--- config.mk ---
export PLATFORM = sky130hd
export DESIGN_NAME = branch_comp_iter_flat
export DESIGN_NICKNAME = d
export VERILOG_FILES = /design/src/rtl/branch_comp_iter_if.sv /design/src/rtl/branch_comp_iter.sv /design/src/flat_wrapper.sv
export SDC_FILE = /design/constraint.sdc
export NUM_CORES = 1
export LEC_CHECK = 0
export CORE_MARGIN = 5
export CORE_UTILIZATION = 45
export CTS_CLUSTER_DIAMETER = 40
export CTS_CLUSTER_SIZE = 25
export DETAILED_ROUTE_END_ITERATION = 7
export GPL_ROUTABILITY_DRIVEN = 0
export PLACE_DENSITY = 0.72
export SLEW_MARGIN = 10
export SYNTH_ARGS = -nofsm -noshare
export SYNTH_HDL_FRONTEND = slang
export SYNTH_SLANG_ARGS = --single-unit
--- constraint.sdc ---
create_clock -name clk -period 3.3 [get_ports clk]
set_clock_uncertainty 0.1 [all_clocks]
set_input_delay 0.825 -clock clk [delete_from_list [all_inputs] [get_ports clk]]
set_output_delay 0.825 -clock clk [all_outputs]
set_load 0.01 [all_outputs]
--- src/rtl/branch_comp_iter_if.sv ---
// branch_comp_iter_if: request/result handshake bundle for the iterative branch comparator.
interface branch_comp_iter_if #(parameter int WIDTH = 32);
  logic             in_valid;
  logic             in_ready;
  logic [2:0]       funct3;
  logic [WIDTH-1:0] rs1;
  logic [WIDTH-1:0] rs2;
  logic             out_valid;
  logic             out_ready;
  logic             taken;
  logic             breq;
  logic             brlt;
  logic             illegal;
  modport master (
    output in_valid, funct3, rs1, rs2, out_ready,
    input  in_ready, out_valid, taken, breq, brlt, illegal
  );
  modport slave (
    input  in_valid, funct3, rs1, rs2, out_ready,
    output in_ready, out_valid, taken, breq, brlt, illegal
  );
endinterface

--- src/rtl/branch_comp_iter.sv ---
// branch_comp_iter: MSB-first CHUNK-bit iterative branch comparator (BEQ/BNE/BLT/BGE/BLTU/BGEU).
// BRANCH_COMP_EARLY_EXIT_EN: leave CMP at the first differing slice instead of scanning all N.
module branch_comp_iter #(
  parameter int WIDTH = 32,
  parameter int CHUNK = 8
) (
  input logic              clk,
  input logic              rst_n,
  branch_comp_iter_if.slave bus
);
  localparam int CK = (CHUNK < 1) ? 1 : CHUNK;
  localparam int N  = WIDTH / CK;
  localparam int IW = (N > 1) ? $clog2(N) : 1;

  generate
    if (CHUNK < 1 || WIDTH % CK != 0) begin : g_bad_cfg
      $error("branch_comp_iter: CHUNK must be >= 1 and divide WIDTH");
    end
  endgenerate

  typedef enum logic [1:0] {IDLE, CMP, DONE} state_t;

  state_t           state, state_nx;
  logic [IW-1:0]    idx, idx_nx;
  logic [WIDTH-1:0] a, a_nx, b, b_nx;
  logic [2:0]       f3, f3_nx;
  logic             taken, taken_nx, breq, breq_nx, brlt, brlt_nx, illegal, illegal_nx;
  logic [CK-1:0]    sa, sb, msk;
  logic             sgn, slt, sdiff, bad;
`ifndef BRANCH_COMP_EARLY_EXIT_EN
  logic             eq_acc, eq_acc_nx, lt_acc, lt_acc_nx, fin_eq, fin_lt;
`endif

  function automatic logic resolve(input logic [2:0] f, input logic eq, input logic lt);
    return f[2] ? (lt ^ f[0]) : (eq ^ f[0]);
  endfunction

  assign bad = bus.funct3[2:1] == 2'b01;
  assign sa  = a[int'(idx)*CK +: CK];
  assign sb  = b[int'(idx)*CK +: CK];
  // Flipping the slice MSB turns a signed compare of the top slice into an unsigned one.
  assign sgn   = (idx == IW'(N-1)) && !f3[1];
  assign msk   = CK'(sgn) << (CK-1);
  assign slt   = (sa ^ msk) < (sb ^ msk);
  assign sdiff = sa != sb;
`ifndef BRANCH_COMP_EARLY_EXIT_EN
  assign fin_eq = eq_acc && !sdiff;
  assign fin_lt = eq_acc ? slt : lt_acc;
`endif

  assign bus.in_ready  = state == IDLE;
  assign bus.out_valid = state == DONE;
  assign bus.taken     = taken;
  assign bus.breq      = breq;
  assign bus.brlt      = brlt;
  assign bus.illegal   = illegal;

  always_ff @(posedge clk or negedge rst_n) begin
    if (!rst_n) begin
      state   <= IDLE;
      idx     <= '0;
      a       <= '0;
      b       <= '0;
      f3      <= '0;
      taken   <= 1'b0;
      breq    <= 1'b0;
      brlt    <= 1'b0;
      illegal <= 1'b0;
`ifndef BRANCH_COMP_EARLY_EXIT_EN
      eq_acc  <= 1'b1;
      lt_acc  <= 1'b0;
`endif
    end else begin
      state   <= state_nx;
      idx     <= idx_nx;
      a       <= a_nx;
      b       <= b_nx;
      f3      <= f3_nx;
      taken   <= taken_nx;
      breq    <= breq_nx;
      brlt    <= brlt_nx;
      illegal <= illegal_nx;
`ifndef BRANCH_COMP_EARLY_EXIT_EN
      eq_acc  <= eq_acc_nx;
      lt_acc  <= lt_acc_nx;
`endif
    end
  end

  always_comb begin
    state_nx   = state;
    idx_nx     = idx;
    a_nx       = a;
    b_nx       = b;
    f3_nx      = f3;
    taken_nx   = taken;
    breq_nx    = breq;
    brlt_nx    = brlt;
    illegal_nx = illegal;
`ifndef BRANCH_COMP_EARLY_EXIT_EN
    eq_acc_nx  = eq_acc;
    lt_acc_nx  = lt_acc;
`endif
    case (state)
      IDLE: if (bus.in_valid) begin
        a_nx       = bus.rs1;
        b_nx       = bus.rs2;
        f3_nx      = bus.funct3;
        idx_nx     = IW'(N-1);
        illegal_nx = bad;
        taken_nx   = 1'b0;
        breq_nx    = 1'b0;
        brlt_nx    = 1'b0;
        state_nx   = bad ? DONE : CMP;
`ifndef BRANCH_COMP_EARLY_EXIT_EN
        eq_acc_nx  = 1'b1;
        lt_acc_nx  = 1'b0;
`endif
      end
      CMP: begin
`ifdef BRANCH_COMP_EARLY_EXIT_EN
        if (sdiff) begin
          breq_nx  = 1'b0;
          brlt_nx  = slt;
          taken_nx = resolve(f3, 1'b0, slt);
          state_nx = DONE;
        end else if (idx == '0) begin
          breq_nx  = 1'b1;
          brlt_nx  = 1'b0;
          taken_nx = resolve(f3, 1'b1, 1'b0);
          state_nx = DONE;
        end else begin
          idx_nx   = idx - 1'b1;
        end
`else
        // The verdict is frozen at the first differing slice; later slices only burn cycles.
        if (eq_acc && sdiff) begin
          eq_acc_nx = 1'b0;
          lt_acc_nx = slt;
        end
        if (idx == '0) begin
          breq_nx  = fin_eq;
          brlt_nx  = fin_lt;
          taken_nx = resolve(f3, fin_eq, fin_lt);
          state_nx = DONE;
        end else begin
          idx_nx   = idx - 1'b1;
        end
`endif
      end
      DONE: state_nx = bus.out_ready ? IDLE : DONE;
      default: state_nx = IDLE;
    endcase
  end
endmodule
--- src/flat_wrapper.sv ---
// flat-port wrapper written by rule: the top's interface ports become plain ports
module branch_comp_iter_flat 
#(
  parameter int WIDTH = 32,
  parameter int CHUNK = 8
)
  (clk, rst_n, bus_in_valid, bus_funct3, bus_rs1, bus_rs2, bus_out_ready, bus_in_ready, bus_out_valid, bus_taken, bus_breq, bus_brlt, bus_illegal);
  branch_comp_iter_if #(.WIDTH(WIDTH)) bus_i ();
  input logic clk;
  input logic rst_n;
  input wire logic [$bits(bus_i.in_valid)-1:0] bus_in_valid;
  input wire logic [$bits(bus_i.funct3)-1:0] bus_funct3;
  input wire logic [$bits(bus_i.rs1)-1:0] bus_rs1;
  input wire logic [$bits(bus_i.rs2)-1:0] bus_rs2;
  input wire logic [$bits(bus_i.out_ready)-1:0] bus_out_ready;
  output wire logic [$bits(bus_i.in_ready)-1:0] bus_in_ready;
  output wire logic [$bits(bus_i.out_valid)-1:0] bus_out_valid;
  output wire logic [$bits(bus_i.taken)-1:0] bus_taken;
  output wire logic [$bits(bus_i.breq)-1:0] bus_breq;
  output wire logic [$bits(bus_i.brlt)-1:0] bus_brlt;
  output wire logic [$bits(bus_i.illegal)-1:0] bus_illegal;
  assign bus_i.in_valid = bus_in_valid;
  assign bus_i.funct3 = bus_funct3;
  assign bus_i.rs1 = bus_rs1;
  assign bus_i.rs2 = bus_rs2;
  assign bus_i.out_ready = bus_out_ready;
  assign bus_in_ready = bus_i.in_ready;
  assign bus_out_valid = bus_i.out_valid;
  assign bus_taken = bus_i.taken;
  assign bus_breq = bus_i.breq;
  assign bus_brlt = bus_i.brlt;
  assign bus_illegal = bus_i.illegal;
  branch_comp_iter #(.WIDTH(WIDTH), .CHUNK(CHUNK)) u_core (.clk(clk), .rst_n(rst_n), .bus(bus_i));
endmodule
# Word-level counts from Yosys, hierarchy flattened
# Cells that the tools add are included.
classes:
  add_sub_neg: 1
  n_lt_le_gt_ge: 1
  eq_ne: 9
  shifts: 2
  mux: 22
  bitwise_logic: 4
  n_reduce_logical: 13
ops:
  columns: ["op", "count"]
  rows:
  - ["$shiftx 32x6->8", 2]
  - ["$xor 8x8->8", 2]
  - ["$mux 2", 6]
  - ["$pmux 1 s2", 5]
  - ["$mux 1", 9]
  - ["$reduce_and 3->1", 3]
  - ["$lt 8x8->1", 1]
  - ["$ne 8x8->1", 1]
  - ["$pmux 2 s3", 1]
  - ["$eq 2x1->1 const B", 2]
  - ["$eq 2x2->1 const B", 2]
  - ["$logic_not 2->1", 2]
  - ["$ne 2x1->1 const B", 2]
  - ["$ne 2x2->1 const B", 2]
  - ["$pmux 2 s2", 1]
  - ["$reduce_and 2->1", 2]
  - ["$logic_and 1x1->1", 3]
  - ["$logic_not 1->1", 2]
  - ["$reduce_bool 2->1", 1]
  - ["$sub 2x1->2 const B", 1]
  - ["$xor 1x1->1", 2]
word_totals:
  ff_bits: 77
  input_bits: 71
  elab_cells: 63

# Logic depth before layout (Yosys ltp)
depth:
  word_depth: 9
  mapped_depth: 11

# Worst setup path after synthesis
# OpenSTA, ideal clock, no wires.
synth_timing:
  kind: "reg-to-reg"
  from: "reg u_core.idx[1]"
  to: "reg u_core.taken, in the netlist u_core.bus.taken"
  t_arrival_ns: 2.542
  slack_ns: 0.531
  stages_incl_launch_ff: 11
  path_buffers: 2
  path_cell_list: "dfrtp_1 > clkbuf_1 > buf_1 > mux4_2 > ha_1 > a21oi_1 > nand3_1 > o311ai_1 > o2111ai_1 > mux2i_1 > nand3_1"
synth_via:
  elab_chain_cells: 9
synth_lines:
  columns: ["element", "line", "rtl"]
  rows:
  - ["start: declaration", "branch_comp_iter.sv:24", "logic [IW-1:0] idx, idx_nx;"]
  - ["start signal: assignment", "branch_comp_iter.sv:75", "idx <= idx_nx;"]
  - ["branches (longest 9 deep; another with $lt 8x8->1)", null, null]
  - ["end signal: assignment", "branch_comp_iter.sv:79", "taken <= taken_nx;"]
  - ["end: declaration", "branch_comp_iter.sv:27", "logic taken, taken_nx, breq, breq_nx, brlt, brlt_nx, illegal, illegal_nx;"]
# Several ways; the timed one is not identified. The select of a mux whose other input is x is not followed.
# A chain may end at the register's enable or synchronous reset.

# Final worst setup path
layout_timing:
  from: "reg u_core.idx[0]"
  to: "reg u_core.taken, in the netlist u_core.bus.taken"
# Same word-level chain as after synthesis.

==> metrics.txt <==
via count 2,982; RSZ-0062 raised after global routing false; Crit path buffers/inverters 2; r2r endpoint u_core.bus.taken$_DFFE_PN0P_; post-cts gate resize count 0; Period minus WS final 2.73 ns; Critical Path AT 2.86 ns; WL/cell 14.3 um; synth top area cells dfrtp_1 51%, nand2_1 21%, mux4_2 6.7%; Least-Margin Pin Slew 0.935 ns; # fillers 705; P per Cell Area 924 mW/mm^2; worst-case reg-to-reg path depth 10; crit start category register; first-pass GRT wire length 14.4 mm; Die Height 101 um; Worst Setup SP u_core.idx[0]$_DFFE_PN0P_; Synth Cell Area 0.00371 mm^2; IO buf count 76; CTS Buf Count 9; crit end category register; pin count of the biggest net entering global routing 78; Synth cell types 35; CTS sink cnt 77; Setup TNS 0 ns; Nets 557; Rows 33; post-cts hold buffer count 0; initial antenna violation count 0; FF+latch count, synth 77; Clk network pwr share 15.6%; fin. max-slew vios 0; Routed Antenna Nets 0; die footprint 0.0102 mm^2; core area 0.00813 mm^2; post-DP HPWL 6.35 mm; FF/Latch Area 0.00193 mm^2; period utilization 82.9%; Root Buffer Master clkbuf_8; R2R setup slack 0.57 ns; initial DRC count 138; WL met2 4.31 mm; vias in the first global route 3,147; CP endpoint u_core.bus.taken$_DFFE_PN0P_; Max rail drop VDD 0.303 mV; Metal-1 WL 3.54 mm; Reg-to-Reg Start u_core.idx[0]$_DFFE_PN0P_; most used cell, CP nand3_1; Setup-failing EPs final 0; # IOs 77; Clock Tree Buf Depth 2; GR Overflow Total 0; status finished, final reports clean; Yosys top cell area share 51.3%; static leakage 2.38 nW; layout cell share with drive strength beyond 1 7.47%; H-Tree Depth 3; switching share of power 38.7%; sequential share of power 38.1%; synthesized instance count 404; die width 101 um; # Post-CTS Setup Buffers 0; cell type group with the largest total delay on the critical path multiplexers; register area share after synthesis 52.0%; sw power 1.70 mW; Worst path depth 10; CP required 3.43 ns; crit path max fanout 10; final WL 8.41 mm; syn avg cell area 9.18 um^2; Ys Warns 0; WS Path Type register to register; Initial Util 45.6%; crit path cell chain buf_4, mux4_1, inv_1, ha_1, a21oi_1, nand3_1, o311ai_1, o2111ai_1, mux2i_1, nand3_1; Worst slew margin 37.7%; GRT Total Usage 18.0%; Hold Vio Cnt, Final 0; crit-path max cell delay 0.56 ns; most area-hungry cell type in the Yosys netlist dfrtp_1; Core Util, Final 58.6%; Worst-path clk slew 0.08 ns; drt first pass iters 4; Clk Latency, worst-skew pair 0.35 ns; Slowest-stage cell, CP mux4_1; P_int 2.70 mW; ant diodes 0; syn nets 484; DRC violations left 0; Comb pwr share 46.3%; Worst Hold Class register to register; max capacitance violation total 0; top layer in use met4; met3 wire len 375 um; Area Overhead vs Synth 28.5%; TritonCTS clock tree yes; fmax 0.366 GHz; number of vias per cell 5.08; footprint of the multi-input gates 0.00165 mm^2
## worst min path at each step
| stage | slack, ns | to | cells after the start | startpoint |
|---|---|---|---|---|
| final | 0.37 | u_core.a[8]$_DFFE_PN0P_ | 2 | u_core.a[8]$_DFFE_PN0P_ |
| after global routing | 0.41 | u_core.a[18]$_DFFE_PN0P_ | 2 | u_core.a[18]$_DFFE_PN0P_ |
| after CTS | 0.37 | u_core.a[8]$_DFFE_PN0P_ | 2 | u_core.a[8]$_DFFE_PN0P_ |
| after detailed placement | 0.36 | u_core.a[8]$_DFFE_PN0P_ | 2 | u_core.a[8]$_DFFE_PN0P_ |
| after global placement | 0.35 | u_core.a[30]$_DFFE_PN0P_ | 2 | u_core.a[30]$_DFFE_PN0P_ |
| after floorplan | 0.34 | u_core.f3[1]$_DFFE_PN0P_ | 2 | u_core.f3[1]$_DFFE_PN0P_ |
## cell families (layout without fill, tap and decap cells)
group                    count (synthesis)  count (layout)  share of synthesized area, %
adder cells (fa/ha/maj)                  9               9                          3.04
multiplexers                            18              18                          10.8
flip-flops                              77              77                          52.0
AO/OA/AOI/OAI                           25              25                          4.39
buffers and inverters                   32             110                          3.51
AND/OR/NAND/NOR                        243             243                          26.3
## state kept, by name, indices dropped and copies added, names as in the netlist
| register | cells |
|---|---|
| u_core.bus.brlt | 1 |
| u_core.idx | 2 |
| u_core.bus.illegal | 1 |
| u_core.lt_acc | 1 |
| u_core.a | 32 |
| u_core.state | 2 |
| u_core.b | 32 |
| u_core.eq_acc | 1 |
| u_core.bus.breq | 1 |
| u_core.f3 | 3 |
| u_core.bus.taken | 1 |
## synth_stat cells, drive strengths merged
cell / count
dfrtp: 76
o211a: 1
o211ai: 1
a21oi: 7
mux2: 1
and3: 3
mux4: 16
nor2b: 5
and2: 2
clkbuf: 14
o21ai: 7
o311ai: 1
mux2i: 1
o2111ai: 1
o31ai: 1
buf: 6
nor2: 10
o2bb2ai: 1
inv: 12
nand2b: 4
ha: 9
a21o: 3
nand3b: 1
nand3: 5
nand2: 206
dfstp: 1
nand4: 3
nor3b: 2
nor3: 2
a32o: 1
a311oi: 1
## per-layer routing
| metal | up-vias | global-route usage (%) |
|---|---|---|
| met4 | 0 | 5.91 |
| met2 | 73 | 31.0 |
| met5 | - | 0 |
| met3 | 15 | 4.64 |
| met1 | 1440 | 22.1 |
| li1 | 1454 | - |
## worst min-delay path, stage by stage, from the launching register on
cell     delay [ns]
dfrtp_1        0.34
nand2_1        0.05
nand2_1        0.06
## metrics by stage
stage                     setup WS, ns  std cells  hold WS (ns)  area [um^2]  power [mW]
after floorplan                  0.531        404         0.337         3710        3.10
after global placement           0.658        571         0.355         4570        3.59
after detailed placement         0.599        571         0.355         4570        3.74
after CTS                        0.575        587         0.374         4770        4.44
after global routing             0.367        587         0.406         4770        4.80
final                            0.565        587         0.371         4770        4.40
## cells in the final DEF, fill, tap and decap left out, types with 2 or more instances in the layout
cell type and n:
a21o_1 3, a21oi_1 7, and3_1 3, buf_4 6
clkbuf_1 2, clkbuf_8 9, clkdlybuf4s50_1 75, dfrtp_1 76
ha_1 9, inv_1 12, mux4_1 5, mux4_2 11
nand2_1 205, nand2b_1 4, nand3_1 5, nand4_1 3
nor2_1 10, nor2b_1 5, nor3_1 2, nor3b_1 2
o21ai_0 5, o21ai_1 2
## power groups by stage
stage	registers (mW)	logic [mW]	clock network [mW]
6_report	1.68	2.04	0.687
5_1_grt	1.72	2.34	0.743
4_1_cts	1.68	2.05	0.707
3_5_place_dp	1.69	2.05	0
3_3_place_gp	1.67	1.92	0
2_1_floorplan	1.56	1.53	0
## cell type report
cell class	instances	area share [%]
Inverter	12	0.945
Timing Repair Buffer	82	17.1
Clock buffer	11	2.76
Sequential cell	77	40.5
Tap cell	105	2.76
Clock inverter	5	1.26
Multi-Input combinational cell	295	34.7
No activity file was read; power rests on OpenSTA's default activity.
